### src/rtl/giraffe_cmd_pkg.sv
// Constants and state encoding shared by the UART command framer and its timer.
package giraffe_cmd_pkg;

    localparam logic [7:0] SYNC_BYTE   = 8'hA5;
    localparam logic [7:0] CMD_SPI_WR  = 8'h01;
    localparam logic [7:0] CMD_ADC_RST = 8'h02;
    localparam logic [7:0] CMD_START   = 8'h03;

    function automatic int payload_len(input int n_bit);
        return n_bit / 8;
    endfunction

    typedef enum logic [2:0] {
        IDLE,
        CMD,
        PAYLOAD,
        CHK,
        ISSUE,
        WAIT_LO,
        WAIT_HI
    } state_t;

endpackage

### src/rtl/uart_byte_timer.sv
// Inter-byte timeout counter; expire flags the cycle whose closing edge
// brings the count to TIMEOUT_CYC.
module uart_byte_timer #(
    parameter int TIMEOUT_CYC = 20000
) (
    input  logic clk,
    input  logic rst,
    input  logic clr,
    input  logic en,
    output logic expire
);

    localparam int CW = $clog2(TIMEOUT_CYC + 1);

    logic [CW-1:0] cnt;

    always_ff @(posedge clk) begin
        if (rst || clr) begin
            cnt <= '0;
        end else if (en && cnt != CW'(TIMEOUT_CYC)) begin
            cnt <= cnt + CW'(1);
        end
    end

    assign expire = en && (cnt == CW'(TIMEOUT_CYC - 1));

endmodule

### src/rtl/uart_cmd_framer.sv
// Assembles UART bytes into checksummed command frames and turns them into
// SPI write requests or FSM control pulses.
module uart_cmd_framer #(
    parameter int         SPI_N_BIT     = 96,
    parameter int         UART_NUM_DATA = 8,
    parameter int         TIMEOUT_CYC   = 20000,
    parameter logic [7:0] SYNC_BYTE     = giraffe_cmd_pkg::SYNC_BYTE
) (
    input  logic                     clk,
    input  logic                     rst,
    input  logic [UART_NUM_DATA-1:0] uart_rdata,
    input  logic                     uart_vld,
    input  logic                     spi_csn,
    output logic                     spi_wreq,
    output logic [SPI_N_BIT-1:0]     spi_wdata,
    output logic                     adc_reset_req,
    output logic                     start_req,
    output logic                     busy,
    output logic                     err_chk,
    output logic                     err_cmd,
    output logic                     err_timeout,
    output logic                     err_overrun,
    output logic [7:0]               frame_cnt
);

    import giraffe_cmd_pkg::*;

    localparam int PLEN = payload_len(SPI_N_BIT);
    localparam int PW   = $clog2(PLEN);

    state_t        state;
    logic [7:0]    cmd;
    logic [7:0]    chk_acc;
    logic [PW-1:0] pay_idx;
    logic [5:0]    wait_cnt;
    logic          timed;
    logic          expire;

    assign timed = (state == CMD) || (state == PAYLOAD) || (state == CHK);
    assign busy  = (state != IDLE);

    uart_byte_timer #(
        .TIMEOUT_CYC(TIMEOUT_CYC)
    ) u_timer (
        .clk   (clk),
        .rst   (rst),
        .clr   (uart_vld || !timed),
        .en    (timed),
        .expire(expire)
    );

    always_ff @(posedge clk) begin
        if (rst) begin
            state         <= IDLE;
            cmd           <= '0;
            chk_acc       <= '0;
            pay_idx       <= '0;
            wait_cnt      <= '0;
            spi_wdata     <= '0;
            frame_cnt     <= '0;
            spi_wreq      <= 1'b0;
            adc_reset_req <= 1'b0;
            start_req     <= 1'b0;
            err_chk       <= 1'b0;
            err_cmd       <= 1'b0;
            err_timeout   <= 1'b0;
            err_overrun   <= 1'b0;
        end else begin
            spi_wreq      <= 1'b0;
            adc_reset_req <= 1'b0;
            start_req     <= 1'b0;
            err_chk       <= 1'b0;
            err_cmd       <= 1'b0;
            err_timeout   <= 1'b0;
            err_overrun   <= 1'b0;
            case (state)
                IDLE: begin
                    if (uart_vld && uart_rdata == SYNC_BYTE) begin
                        chk_acc <= '0;
                        state   <= CMD;
                    end
                end
                CMD: begin
                    if (uart_vld) begin
                        cmd     <= uart_rdata;
                        chk_acc <= chk_acc ^ uart_rdata;
                        pay_idx <= '0;
                        if (uart_rdata == CMD_SPI_WR) begin
                            state <= PAYLOAD;
                        end else if (uart_rdata == CMD_ADC_RST ||
                                     uart_rdata == CMD_START) begin
                            state <= CHK;
                        end else begin
                            err_cmd <= 1'b1;
                            state   <= IDLE;
                        end
                    end else if (expire) begin
                        err_timeout <= 1'b1;
                        state       <= IDLE;
                    end
                end
                PAYLOAD: begin
                    if (uart_vld) begin
                        spi_wdata <= {spi_wdata[SPI_N_BIT-UART_NUM_DATA-1:0],
                                      uart_rdata};
                        chk_acc   <= chk_acc ^ uart_rdata;
                        pay_idx   <= pay_idx + PW'(1);
                        if (pay_idx == PW'(PLEN - 1)) state <= CHK;
                    end else if (expire) begin
                        err_timeout <= 1'b1;
                        state       <= IDLE;
                    end
                end
                CHK: begin
                    if (uart_vld) begin
                        if (uart_rdata == chk_acc) begin
                            frame_cnt <= frame_cnt + 8'd1;
                            state     <= ISSUE;
                            if (cmd == CMD_SPI_WR)       spi_wreq      <= 1'b1;
                            else if (cmd == CMD_ADC_RST) adc_reset_req <= 1'b1;
                            else                         start_req     <= 1'b1;
                        end else begin
                            err_chk <= 1'b1;
                            state   <= IDLE;
                        end
                    end else if (expire) begin
                        err_timeout <= 1'b1;
                        state       <= IDLE;
                    end
                end
                ISSUE: begin
                    wait_cnt    <= '0;
                    err_overrun <= uart_vld;
                    state       <= (cmd == CMD_SPI_WR) ? WAIT_LO : IDLE;
                end
                WAIT_LO: begin
                    // a csn timeout in the same cycle as a stray byte reports the timeout
                    if (!spi_csn) begin
                        state <= WAIT_HI;
                    end else if (wait_cnt == '1) begin
                        err_timeout <= 1'b1;
                        state       <= IDLE;
                    end else begin
                        wait_cnt <= wait_cnt + 6'd1;
                    end
                    err_overrun <= uart_vld && !(spi_csn && wait_cnt == '1);
                end
                WAIT_HI: begin
                    err_overrun <= uart_vld;
                    if (spi_csn) state <= IDLE;
                end
                default: state <= IDLE;
            endcase
        end
    end

endmodule

### config.mk
export PLATFORM = sky130hd
export DESIGN_NAME = uart_cmd_framer
export DESIGN_NICKNAME = d
export VERILOG_FILES = /design/src/rtl/giraffe_cmd_pkg.sv /design/src/rtl/uart_byte_timer.sv /design/src/rtl/uart_cmd_framer.sv
export SDC_FILE = /design/constraint.sdc
export NUM_CORES = 1
export LEC_CHECK = 0
export CORE_MARGIN = 3
export CORE_UTILIZATION = 40
export CTS_CLUSTER_SIZE = 14
export DETAILED_ROUTE_END_ITERATION = 7
export GPL_ROUTABILITY_DRIVEN = 0
export PLACE_DENSITY = 0.73
export SLEW_MARGIN = 40
export SYNTH_ARGS = -nofsm -noshare
export SYNTH_HDL_FRONTEND = slang
export SYNTH_SLANG_ARGS = --single-unit
export TNS_END_PERCENT = 1
### constraint.sdc
create_clock -name clk -period 2.2 [get_ports clk]
set_input_delay 0.33 -clock clk [delete_from_list [all_inputs] [get_ports clk]]
set_output_delay 0.33 -clock clk [all_outputs]
set_load 0.05 [all_outputs]
==> impl_metrics.toml <==
[worst_setup_path]
crit_slowest_cell = "clkdlybuf4s50_1"
critPathKind = "reg2out"
cp_num_buf_inv = 1
crit_required_ns = 1.87
cp.arrival_ns = 1.71
cp_cell_sequence = "clkdlybuf4s50_1"
startpoint_type = "flop"
cpLargestDelayFamily = "buffers and inverters"
cp_max_fo = 8
end_kind = "output port"
slowest_delay_ns = 0.85

[die]
pin_count = 124
dieArea_um2 = 17000
rows = 44
start_util_pct = 41.7
coreArea_um2 = 14900
dieHeight_um = 130
chipWidth_um = 130

[placed_design]
numPortBuffers = 123
hpwlAfterDp_mm = 10.8
dpl_cell_area_um2 = 7830

[timing]
fmax_ghz = 0.491
setup_violations = 0
hold_violations = 0
period_minus_slack_ns = 2.04
worst_slew_pin_slew_ns = 0.680
fin_worst_skew_ns = 0.0105
finalMaxSlewViolations = 0
rsz0062_at_grt = "false"
relSlewSlack_pct = 54.7
fin_crit_sh_pct = 92.5

[route]
antenna_left = 0
drc = 0
dr.pass1.iters = 4
drtIter0Drc = 395
via_per_inst = 5.11
detailroute.via_count = 5626
drt-total-wl_mm = 15.9
routedWlPerCell_um = 14.4

[power]
clock_power_share_pct = 49.7
netSwitchingFraction_pct = 21.6
seqPwrFrac_pct = 48.1
switchingPower_mw = 1.26
totalPowerFinal_mw = 5.83
p_comb_share_pct = 2.2
power.internal_mw = 4.57
ir_drop_uv = 539
leakage_nw = 2.76
power_density_nw_per_um2 = 693

[yosys]
synth_cell_types = 51
syn_avg_cell_area_um2 = 8.01
seq_area_frac_synth_pct = 50.1
synthesis.area_um2 = 6200
synthArstFlopShare_pct = 0
synth-edff-count = 0
ys_warn_count = 0
syn_inst = 774
ys_seq_elements = 155
synth.net_count = 791
synthFlopType = "dfxtp_1"

[finish]
synthToLayoutAreaGrowth_pct = 35.7
fillCellCount = 1362
drive_above_1_share_pct = 8.62
final_cell_mix = "228 x nand2_1, 155 x dfxtp_1, 131 x a21oi_1"
final_common_cell = "nand2_1"
fin_nets = 921
antenna_cells = 0
final_cell_area_um2 = 8410

[cts]
path_clk_slew_ns = 0.06
post_cts_buffers = 0
cts_tree = "done"
numCtsBuffers = 17
cts_resized = 0
clkLatencyLatePin_ns = 0.42
clock-root-buffer = "clkbuf_16"
cts_max_path_buffers = 2
holdBufCountCts = 0
htreeDepth = 4
cts.sinks = 155

[global_routing]
grt_util_all_layers_pct = 19.1
grt_pass1_vias = 5362
antenna_found_initial = 0
grt_max_degree = 75
grt_first_pass_wirelength_mm = 26.0
grt.overflow.total = 0

[outcome]
outcome = "finished clean"

[min_path]
min-delay-path-class = "in2reg"

[flow_run]
max_cap_violations = 0
cell usage after synthesis, drive strengths merged (2+ instances only):
library cell	count	area, um2
a31oi	2	12.5
o21a	3	22.5
or3	8	55.1
a21oi	131	656
o31ai	3	22.5
o41ai	2	36.3
nor4bb	3	30.0
a21o	5	37.5
xnor2	22	193
nand2b	15	93.8
inv	14	52.6
nand2	229	862
nand4	9	56.3
and4	2	17.5
a31o	3	26.3
and3	4	25.0
nor2b	3	18.8
a211oi	5	37.5
ha	5	62.6
clkbuf	47	176
a311oi	7	61.3
nand4bb	3	33.8
nor3b	2	15.0
nor2	39	146
dfxtp	155	3100
nor4	8	56.3
xor2	3	26.3
nand3	12	60.1
buf	2	8.75
o21ai	6	30.0
nor3	8	40.0
flip-flops by register name, indices dropped and copies added (netlist names), 3 cells and up:
signal	count
spi_wdata	96
pay_idx	4
frame_cnt	8
wait_cnt	6
state	3
cmd	8
chk_acc	8
u_timer.cnt	15
layout make-up:
type                    count  area (um2)  area share [%]
clock buffers              20         447            5.31
clock inverters            11         135            1.61
inverters                  14        52.6           0.625
multi-input cells         556        2890            34.4
flip-flops and latches    155        3100            36.9
well taps                 184         230            2.74
repair buffers            160        1550            18.5
path summary, 6_finish.rpt:
kind                 startpoint            end  slack (ns)  depth (start not counted)
setup / recovery   frame_cnt[4]   frame_cnt[4]        0.16                          1
hold / removal              rst   frame_cnt[2]        0.28                          2
setup reg to reg       state[0]     chk_acc[1]        0.29                          4
hold reg to reg   spi_wdata[88]  spi_wdata[88]        0.45                          2
metal layers:
| metal | share of wire [%] | vias up | global-route usage (%) |
|---|---|---|---|
| met3 | 9.1 | 18 | 9.63 |
| met1 | 45 | 2605 | 24.5 |
| li1 | - | 2865 | - |
| met5 | 0 | - | 0 |
| met2 | 44 | 138 | 28.0 |
| met4 | 1.3 | 0 | 6.05 |
power by group through the flow:
| stage | Combinational [mW] | Clock (mW) | Sequential (mW) |
|---|---|---|---|
| after global placement | 0.127 | 0 | 2.87 |
| after CTS | 0.127 | 2.95 | 2.81 |
| after floorplan | 0.0604 | 0 | 2.87 |
| after detailed placement | 0.127 | 0 | 2.87 |
| after global routing | 0.138 | 3.06 | 2.80 |
| final | 0.127 | 2.90 | 2.81 |
cell families (layout without fill, tap and decap cells):
family	Yosys count	after routing	share of synthesized area, %
simple gates	350	350	25.1
fa+ha+maj	5	5	1.01
compound gates	174	174	16.1
flops	155	155	50.1
mux	2	2	0.343
buf+inv	63	205	3.83
xor+xnor	25	25	3.53
per-stage QoR:
stage | setup TNS, ns | hold WS, ns | setup WS (ns) | utilization (%) | instances
floorplan | 0 | 0.429 | 0.200 | - | 774
global placement | -1.63 | 0.442 | -0.177 | 52.7 | 1069
detailed placement | -1.81 | 0.447 | -0.209 | 52.7 | 1069
CTS | 0 | 0.272 | 0.149 | 56.6 | 1100
global route | 0 | 0.304 | 0.0778 | 56.6 | 1100
finish | 0 | 0.280 | 0.164 | 56.6 | 1100
Power figures use the tool's default switching activity.
